==> src/rtl/pipeline_pkg.sv <==
// Shared pipeline definitions: EX->MEM payload, control bit positions,
// ALU operation codes and skid-buffer occupancy states.
package pipeline_pkg;

  localparam int XLEN       = 32;
  localparam int REG_AW_DEF = 5;

  // Bit positions inside the 6-bit EX control bundle
  localparam int CTRL_REGWRITE = 5;
  localparam int CTRL_MEMTOREG = 4;
  localparam int CTRL_MEMREAD  = 3;
  localparam int CTRL_MEMWRITE = 2;
  localparam int CTRL_BRANCH   = 1;
  localparam int CTRL_JUMP     = 0;

  // Bit positions inside the 4-bit MEM control bundle
  localparam int MCTRL_REGWRITE = 3;
  localparam int MCTRL_MEMTOREG = 2;
  localparam int MCTRL_MEMREAD  = 1;
  localparam int MCTRL_MEMWRITE = 0;

  typedef enum logic [3:0] {
    ALU_AND = 4'b0000,
    ALU_OR  = 4'b0001,
    ALU_ADD = 4'b0010,
    ALU_SUB = 4'b0110,
    ALU_EQ  = 4'b1000,
    ALU_NE  = 4'b1001,
    ALU_LT  = 4'b1010,
    ALU_GE  = 4'b1011
  } alu_op_e;

  typedef struct packed {
    logic [XLEN-1:0]       result;
    logic [XLEN-1:0]       wdata;
    logic [REG_AW_DEF-1:0] rd;
    logic [3:0]            ctrl;
  } ex_mem_t;

  typedef enum logic [1:0] {
    BUF_EMPTY,
    BUF_ONE,
    BUF_FULL
  } buf_state_e;

endpackage

==> src/rtl/pipe_skid_buf.sv <==
// Generic 2-entry valid/ready skid buffer. in_ready depends only on the
// occupancy register, so there is no combinational path from out_ready.
module pipe_skid_buf #(
  parameter type payload_t = logic [31:0]
) (
  input  logic     clk,
  input  logic     reset,
  input  logic     flush,
  input  logic     in_valid,
  output logic     in_ready,
  input  payload_t in_data,
  output logic     out_valid,
  input  logic     out_ready,
  output payload_t out_data
);
  import pipeline_pkg::*;

  buf_state_e state, state_next;
  payload_t   head, skid;
  logic       accept, xfer;
  logic       load_head_in, load_head_skid, load_skid_in;

  assign in_ready  = (state != BUF_FULL);
  assign out_valid = (state != BUF_EMPTY);
  assign out_data  = head;
  assign accept    = in_valid & in_ready & ~flush;
  assign xfer      = out_valid & out_ready;

  always_comb begin
    state_next     = state;
    load_head_in   = 1'b0;
    load_head_skid = 1'b0;
    load_skid_in   = 1'b0;
    case (state)
      BUF_EMPTY: begin
        if (accept) begin
          load_head_in = 1'b1;
          state_next   = BUF_ONE;
        end
      end
      BUF_ONE: begin
        if (accept && xfer) begin
          load_head_in = 1'b1;
        end else if (accept) begin
          load_skid_in = 1'b1;
          state_next   = BUF_FULL;
        end else if (xfer) begin
          state_next = BUF_EMPTY;
        end
      end
      BUF_FULL: begin
        // The skid entry only ever moves into the head, keeping order
        if (xfer) begin
          load_head_skid = 1'b1;
          state_next     = BUF_ONE;
        end
      end
      default: state_next = BUF_EMPTY;
    endcase
  end

  always_ff @(posedge clk) begin
    if (reset) begin
      state <= BUF_EMPTY;
      head  <= '0;
      skid  <= '0;
    end else if (flush) begin
      state <= BUF_EMPTY;
    end else begin
      state <= state_next;
      if (load_head_in)
        head <= in_data;
      else if (load_head_skid)
        head <= skid;
      if (load_skid_in)
        skid <= in_data;
    end
  end

endmodule

==> src/rtl/ex_mem_stage.sv <==
// EX->MEM pipeline boundary: buffers ALU results in a skid buffer and
// resolves branches/jumps into a one-cycle fetch redirect.
module ex_mem_stage
  import pipeline_pkg::*;
#(
  parameter int DATA_WIDTH = 32,
  parameter int REG_AW     = 5
) (
  input  logic                  clk,
  input  logic                  reset,
  input  logic                  ex_valid,
  output logic                  ex_ready,
  input  logic [DATA_WIDTH-1:0] alu_result,
  input  logic [DATA_WIDTH-1:0] store_data,
  input  logic [REG_AW-1:0]     ex_rd,
  input  logic [5:0]            ex_ctrl,
  input  logic [DATA_WIDTH-1:0] ex_target,
  input  logic [DATA_WIDTH-1:0] ex_pc4,
  input  logic                  flush,
  output logic                  mem_valid,
  input  logic                  mem_ready,
  output logic [DATA_WIDTH-1:0] mem_result,
  output logic [DATA_WIDTH-1:0] mem_wdata,
  output logic [REG_AW-1:0]     mem_rd,
  output logic [3:0]            mem_ctrl,
  output logic                  redirect,
  output logic [DATA_WIDTH-1:0] redirect_pc
);

  typedef struct packed {
    logic [DATA_WIDTH-1:0] result;
    logic [DATA_WIDTH-1:0] wdata;
    logic [REG_AW-1:0]     rd;
    logic [3:0]            ctrl;
  } payload_t;

  payload_t beat, head;
  logic     buf_ready, accept, taken, is_jump, is_branch;

  assign is_jump   = ex_ctrl[CTRL_JUMP];
  assign is_branch = ex_ctrl[CTRL_BRANCH];
  assign taken     = (is_branch & alu_result[0]) | is_jump;
  assign accept    = ex_valid & buf_ready & ~flush & ~redirect;

  // During the redirect cycle the incoming beat is wrong-path: it is
  // swallowed, so the stage advertises ready regardless of occupancy.
  assign ex_ready = buf_ready | redirect;

  always_comb begin
    beat.result = alu_result;
    beat.wdata  = store_data;
    beat.rd     = ex_rd;
    beat.ctrl   = ex_ctrl[CTRL_REGWRITE:CTRL_MEMWRITE];
    if (is_jump) begin
      beat.result               = ex_pc4;
      beat.ctrl[MCTRL_REGWRITE] = 1'b1;
    end else if (is_branch) begin
      beat.ctrl = 4'b0000;
    end
  end

  pipe_skid_buf #(
    .payload_t (payload_t)
  ) u_skid (
    .clk       (clk),
    .reset     (reset),
    .flush     (flush),
    .in_valid  (ex_valid & ~redirect),
    .in_ready  (buf_ready),
    .in_data   (beat),
    .out_valid (mem_valid),
    .out_ready (mem_ready),
    .out_data  (head)
  );

  assign mem_result = head.result;
  assign mem_wdata  = head.wdata;
  assign mem_rd     = head.rd;
  assign mem_ctrl   = head.ctrl;

  always_ff @(posedge clk) begin
    if (reset) begin
      redirect    <= 1'b0;
      redirect_pc <= '0;
    end else if (flush) begin
      redirect <= 1'b0;
    end else begin
      redirect <= accept & taken;
      if (accept && taken)
        redirect_pc <= ex_target;
    end
  end

endmodule

==> config.mk <==
export PLATFORM = sky130hd
export DESIGN_NAME = ex_mem_stage
export DESIGN_NICKNAME = d
export VERILOG_FILES = /design/src/rtl/pipeline_pkg.sv /design/src/rtl/pipe_skid_buf.sv /design/src/rtl/ex_mem_stage.sv
export SDC_FILE = /design/constraint.sdc
export NUM_CORES = 1
export LEC_CHECK = 0
export BUFFER_PORTS_ARGS = -buffer_cell sky130_fd_sc_hd__buf_4
export CAP_MARGIN = 10
export CORE_AREA = 10 10 130 132
export DETAILED_ROUTE_END_ITERATION = 8
export DIE_AREA = 0 0 140 142
export PLACE_DENSITY = 0.84
export SYNTH_ARGS = -nofsm -noshare
export SYNTH_HDL_FRONTEND = slang
export SYNTH_SLANG_ARGS = --single-unit
==> constraint.sdc <==
create_clock -name clk -period 4.02 [get_ports clk]
set_input_delay 1.206 -clock clk [delete_from_list [all_inputs] [get_ports clk]]
set_output_delay 1.206 -clock clk [all_outputs]
set_load 0.005 [all_outputs]
After elaboration in Yosys (flattened, before gate mapping). Index checks and enable logic that the tools add are counted.

Input port bits: 144. Flip-flop bits (word level): 181.

Bitwise gates (word level): 13. Reduce and logical (&&, ||, !) cells: 10. Equality and inequality tests: 7. Mux-type cells: 19.

Operator list (count): $mux W73 (2); $mux W32 (1); $mux W2 (5); $and A1 B1 Y1 (9); $mux W1 (7); $pmux W2 S3 (1); $reduce_and A2 Y1 (3); $mux W4 (1); $ne A2 B1 Y1 const B (2); $ne A2 B2 Y1 const B (2); $reduce_and A4 Y1 (1); $reduce_bool A2 Y1 (2); $mux W3 (1); $ne A3 B1 Y1 const B (1); $eq A2 B1 Y1 const B (1); $eq A2 B2 Y1 const B (1); $logic_and A1 B1 Y1 (2); $logic_not A2 Y1 (1); $not A1 Y1 (2); $or A1 B1 Y1 (2); $pmux W1 S2 (1); $reduce_or A2 Y1 (1).

Depth between registers and ports, before layout. Gate-level depths: netlist of run 1.

Depth in word-level cells: 9. Mapped depth: 7. Mapped depth without buffers: 4.

Modules after synthesis. From an unflattened synthesis of run 1, not the netlist that was laid out.

Cell total of the unflattened synthesis: 856. Area, all modules: 8435.6 sq um.

By module, submodules not included: pipe_skid_buf (cells an instance 669, sequential area each 2962.8 sq um, area an instance 6520.0 sq um, instances 1); ex_mem_stage (cells an instance 187, sequential area each 660.6 sq um, area an instance 1915.6 sq um, instances 1).

Worst setup path before layout of run 1. OpenSTA, ideal clock, no wires.

Path kind: input-to-reg. Start point: in flush. End point: reg, netlist name u_skid.out_data[42]. Setup time: 0.088 ns. Data required time: 3.932 ns. Arrival: 2.453 ns. Path slack: 1.479 ns. Stages on the path: 7. Path buffers: 3. Path through: buf_2 or2_4 o31ai_4 nand2b_1 buf_2 buf_6 o32ai_2.

Word-level cells in the longest chain between the ends: 7.

Ends and longest elaborated chain: from (decl) (RTL line ex_mem_stage.sv:19) `input logic flush,`; $not A1 Y1 (no source line) *; $and A1 B1 Y1 (RTL line pipe_skid_buf.sv:26) `assign accept = in_valid & in_ready & ~flush;`; $logic_and A1 B1 Y1 (RTL line pipe_skid_buf.sv:42) `if (accept && xfer) begin`; $mux W1 (RTL line pipe_skid_buf.sv:42); $pmux W1 S2 (RTL line pipe_skid_buf.sv:34) `case (state)`; $reduce_bool A2 Y1 (no source line); $reduce_and A2 Y1 (no source line).

Every way passes the cells marked *; elsewhere a longest branch is shown, timed or not. A chain may end at the register's enable or synchronous reset.

Final worst setup path of run 1.
Start point: reg u_skid.state[1]. End point: out ex_ready.

Word-level cells in the longest chain between the ends: 2.

Ends and longest elaborated chain: from (decl) (RTL line pipe_skid_buf.sv:18) `buf_state_e state, state_next;`; from (signal assigned) (RTL line pipe_skid_buf.sv:70) `state <= state_next;`; $ne A2 B2 Y1 (RTL line pipe_skid_buf.sv:23) `assign in_ready = (state != BUF_FULL);`; $or A1 B1 Y1 (RTL line ex_mem_stage.sv:47) `assign ex_ready = buf_ready | redirect;`; to (decl) (RTL line ex_mem_stage.sv:12) `output logic ex_ready,`.

Every way passes these cells.

==> reports/metrics.cfg, run 1 <==
[setup_path]
path_buf_inv = 1
reg2reg_slack_ns = 1.79
end_kind = primary output
critical_path_class = reg2out
critPathMaxFanout = 9
path_cells = nor2b_1, nand2b_1, buf_4
cp.arrival_ns = 1.60
slowest_delay_ns = 0.52
cp_slowest_cell = dfxtp_1
crit_family = flip-flops
critPathLaunchType = flop
cp_data_required_time_ns = 2.81

[drt]
drc_errors = 0
drtPass1Iterations = 5
drtIter0Drc = 605
routedWlPerCell_microns = 16.5
totalWireLength_microns = 21300
dr_total_vias = 6957
ant_nets = 0
vias_per_cell = 5.38

[die]
dieArea_sq_um = 19900
die_width_microns = 140
rows = 44
boundaryPins = 252
fp.dieH_microns = 142
core_sq_um = 14300
start_util_pct = 53.8

[synthesis]
synth_cell_types = 30
synth_nets = 1044
avgSynthCellArea_sq_um = 8.56
synthCells = 900
syn_area_sq_um = 7700
yosys_warnings = 0
async_flop_share_pct = 0
synth_flop_cell = dfxtp_1
synth-seq-cells = 181
seq_area_frac_synth_pct = 47.1
synth-edff-count = 0

[power]
irDropWorstVdd_mv = 0.271
p_leak_nw = 3.98
total_power_w = 0.00412
pwr_density_cell_nw_per_um2 = 405

[global_route]
grtUsageTotal_pct = 20.7
grt_pass1_vias = 6804
grt_pass1_wl_microns = 34200
grt_antenna_before_repair = 0
grt_overflow_total = 0
grt_start_max_net_pins = 182

[cts]
ctsHtreeMaxLevel = 4
clkTransAtPathRegs_ns = 0.07
cts_tree = yes
ctsResizeCount = 0
cts_sinks = 181
clk_latency_ns = 0.42
root_buffer = clkbuf_16
cts_buffers = 17
ctsHoldBuffers = 0
cts_setup_buffers = 0
clk_path_buf_depth = 2

[timing]
slew_violations = 0
relSlewSlack_pct = 28.0
rsz0062_at_grt = no
min_period_over_period_pct = 69.9
hold_viol = 0
skew_ns = 0.00717
hold_slack_ns = 0.456
fmax_mhz = 356
period_needed_ns = 2.81
final.setup.tns_ns = 0
worst_pin_slew_ns = 1.08
setup_viol = 0

[min_path]
hp-class = reg2reg

[run]
drv_cap = 0

[cells_and_area]
multiInputGateArea_sq_um = 3690
nets = 1244
mostFrequentLayoutCells = buf_4, nand2_1, dfxtp_1
design_area_sq_um = 10200
diodes = 0
drive_above_1_share_pct = 29.5
nFillCells = 1144
layout_commonest_cell = buf_4
syn2layout_area_growth_pct = 32.0
register_area_sq_um = 3620

[outcome]
outcome = finished, final reports clean

[place]
place_area_sq_um = 9550
dp_hpwl_microns = 14500
place_congestion = 0.800
numPortBuffers = 251

per-stage QoR:
step / cells / util, % / setup slack [ns]
floorplan: 900 / - / 1.48
global placement: 1265 / 66.7 / 0.911
detailed placement: 1265 / 66.7 / 0.891
CTS: 1294 / 71.0 / 1.18
global route: 1294 / 71.0 / 1.13
finish: 1294 / 71.0 / 1.21
state kept, by name, indices dropped and copies added (netlist names):
signal / count
redirect_pc: 32
redirect: 1
u_skid.skid: 73
u_skid.state: 2
u_skid.out_data: 73
worst paths after layout:
check,start,end,depth (start not counted)
setup / recovery,u_skid.state[1],ex_ready,3
hold reg to reg,u_skid.skid[19],u_skid.skid[19],2
setup reg to reg,redirect,redirect_pc[8],4
hold / removal,u_skid.skid[19],u_skid.skid[19],2
cell usage after synthesis (2+ instances only):
cell type	number	area share [%]
nor2_1	106	5.2
buf_2	30	1.9
and2_1	36	2.9
nor3_1	2	0.13
a311oi_1	40	4.5
a211oi_1	34	3.3
nand2b_1	39	3.2
or4_1	2	0.19
a21oi_1	74	4.8
nand2_1	225	11
buf_4	6	0.58
mux2i_1	33	4.3
clkbuf_1	43	2.1
o32ai_1	4	0.45
dfxtp_1	181	47
o32ai_2	29	6.1
buf_6	3	0.44
tightest hold or removal path: cells and delay by family (launching register included):
kind             cells  cell delay [ns]
AND/OR/NAND/NOR      1             0.05
AO/OA/AOI/OAI        1             0.05
flip-flops           1             0.31
per-layer routing:
metal  vias to the layer above  track usage [%]  wire length, microns
met5                         -                0                     0
met4                         0             9.08                   571
met3                        40             8.04                  1830
met2                       234             34.1                 10500
met1                      3216             23.5                  8400
li1                       3467                -                     -
area by class of cell:
type | count | area share (%)
multi-input combinational | 636 | 36.3
sequential | 181 | 35.6
timing repair buffer | 263 | 19.7
clock buffer | 18 | 4.32
tap | 184 | 2.26
clock inverter | 11 | 1.75
inverter | 1 | 0.0369
where the power goes:
group	switching, W	internal, W
combinational	0.000243	0.000249
sequential	0.0000329	0.00185
clock	0.000692	0.00105
logic make-up (layout without fill, tap and decap cells):
family                 after synthesis  after routing  share of synthesized area [%]
AO/OA/AOI/OAI                      184            184                           19.7
buffers and inverters               83            293                           5.12
flip-flops                         181            181                           47.1
multiplexers                        33             33                           4.29
AND/OR/NAND/NOR                    419            419                           23.8
(Power assumes the default switching activity.)
==> run 2: changes to the inputs <==
Settings changed: CORE_AREA 10 10 130 132 to 10 10 134 136, DIE_AREA 0 0 140 142 to 0 0 144 146, PLACE_DENSITY 0.84 to 0.8.
Clock period 4.02 ns to 2.92 ns, I/O delays scaled along.
==> run 2 against run 1 <==
Compared with the run above: clock power grew 40%; first-iteration DRC count shrank 30%; core utilization shrank 4.8 points; critical path type unchanged.
==> reports/metrics.cfg, run 2 (same netlist as run 1, synthesis figures left out) <==
[cts]
ctsResizeCount = 0  ; unchanged
cts_tree = yes
clk_latency_ns = 0.42  ; about the same
clk_path_buf_depth = 2  ; unchanged
cts_sinks = 181  ; unchanged
cts_setup_buffers = 0  ; unchanged
root_buffer = clkbuf_16
ctsHtreeMaxLevel = 4  ; unchanged
ctsHoldBuffers = 0  ; unchanged
cts_buffers = 17  ; unchanged
clkTransAtPathRegs_ns = 0.07  ; about the same

[die]
dieArea_sq_um = 21000  ; +5.8%
die_width_microns = 144  ; +2.9%
fp.dieH_microns = 146  ; +2.8%
core_sq_um = 15500  ; +8.2%
rows = 46  ; +4.5%
start_util_pct = 49.7  ; -4.1 points
boundaryPins = 252  ; unchanged

[drt]
drtIter0Drc = 423  ; -30%
routedWlPerCell_microns = 16.5  ; +0.11%
drtPass1Iterations = 4  ; -1
vias_per_cell = 5.22  ; -2.9%
totalWireLength_microns = 21600  ; +1.3%
dr_total_vias = 6833  ; -1.8%
drc_errors = 0  ; unchanged
ant_nets = 0  ; unchanged

[place]
numPortBuffers = 251  ; unchanged
place_congestion = 0.801  ; +0.16%
place_area_sq_um = 9620  ; +0.73%
dp_slack_ns = 0.318  ; -0.573 ns
dp_hpwl_microns = 14900  ; +3.3%
placedCellCount = 1276  ; +0.87%

[timing]
worst_pin_slew_ns = 0.903  ; -0.177 ns
final.setup.tns_ns = 0  ; unchanged
relSlewSlack_pct = 39.8  ; +12 points
skew_ns = 0.00820  ; +0.00103 ns
min_period_over_period_pct = 84.6
period_needed_ns = 2.47
rsz0062_at_grt = no
hold_viol = 0  ; unchanged
setup_viol = 0  ; unchanged
slew_violations = 0  ; unchanged
fmax_mhz = 405
setup_ws_ns = 0.451  ; -0.760 ns

[global_route]
grtUsageTotal_pct = 20.2  ; -0.57 points
grt_antenna_before_repair = 0  ; unchanged
grt_overflow_total = 0  ; unchanged
grt_start_max_net_pins = 107  ; -41%
grt_pass1_wl_microns = 34700  ; +1.6%
grt_pass1_vias = 6770  ; -0.50%

[setup_path]
cp.arrival_ns = 1.59  ; about the same
cp_data_required_time_ns = 2.04  ; -0.77 ns
critPathLaunchType = flop
critPathMaxFanout = 9  ; unchanged
critical_path_class = reg2out
end_kind = primary output

[power]
irDropWorstVdd_mv = 0.365  ; +35%
total_power_w = 0.00571  ; +38%
pwr_density_cell_nw_per_um2 = 557  ; +37%
p_leak_nw = 4.01  ; +0.72%

[min_path]
hp-class = reg2reg

[cells_and_area]
layout_commonest_cell = buf_4
nFillCells = 1280  ; +12%
mostFrequentLayoutCells = buf_4, nand2_1, dfxtp_1
syn2layout_area_growth_pct = 33.1
nets = 1247  ; +0.24%
stdcell_count = 1309  ; +1.2%
design_area_sq_um = 10300  ; +0.84%
drive_above_1_share_pct = 29.8  ; +0.29 points

[outcome]
outcome = finished, final reports clean

[run]
drv_cap = 0  ; unchanged

## run 2: cell count changes in the layout (fill, tap and decap cells not counted)
cell / before / now
clkbuf_8: 1 / 0
buf_12: 2 / 5
diode_2: 0 / 1
clkinv_2: 0 / 1
clkinv_4: 2 / 4
clkbuf_1: 0 / 1
## run 2: path summary, 6_finish.rpt
kind	start	slack (ns)	endpoint	cells past startpoint
min	redirect_pc[9]	0.45	redirect_pc[9]	2
min reg2reg	redirect_pc[9]	0.45	redirect_pc[9]	2
max	u_skid.state[1]	0.45	ex_ready	3
max reg2reg	redirect	0.83	u_skid.out_data[3]	5
## run 2: where the power goes
group          switching, W  internal (W)
sequential        0.0000445       0.00255
clock              0.000982       0.00144
combinational      0.000338      0.000350
total               0.00137       0.00434
## run 2: through the flow
| stage | utilization (%) | hold WS (ns) |
|---|---|---|
| finish | 66.2 | 0.454 |
| global route | 66.2 | 0.471 |
| floorplan | - | 0.437 |
| detailed placement | 62.1 | 0.447 |
| CTS | 66.2 | 0.456 |
| global placement | 62.1 | 0.441 |
## run 2: final cells by class
class | count | area, sq um | area share, %
antenna | 1 | 2.50 | 0.0244
inverter | 1 | 3.75 | 0.0366
tap | 192 | 240 | 2.34
clock inverter | 14 | 200 | 1.95
timing repair buffer | 266 | 2060 | 20.1
multi-input combinational | 636 | 3690 | 36.0
clock buffer | 18 | 429 | 4.19
sequential | 181 | 3620 | 35.3
## run 2: per-layer routing
metal,up-vias,wire length [microns],GRT usage [%]
li1,3476,-,-
met1,3140,8600,22.7
met2,190,10700,33.7
met3,27,1900,7.90
met4,0,439,6.89
met5,-,0,0
## run 2: worst max-delay path, cell delays in order (launching register included)
cell	delay, ns
dfxtp_1	0.53
nor2b_1	0.39
nand2b_1	0.10
buf_4	0.15
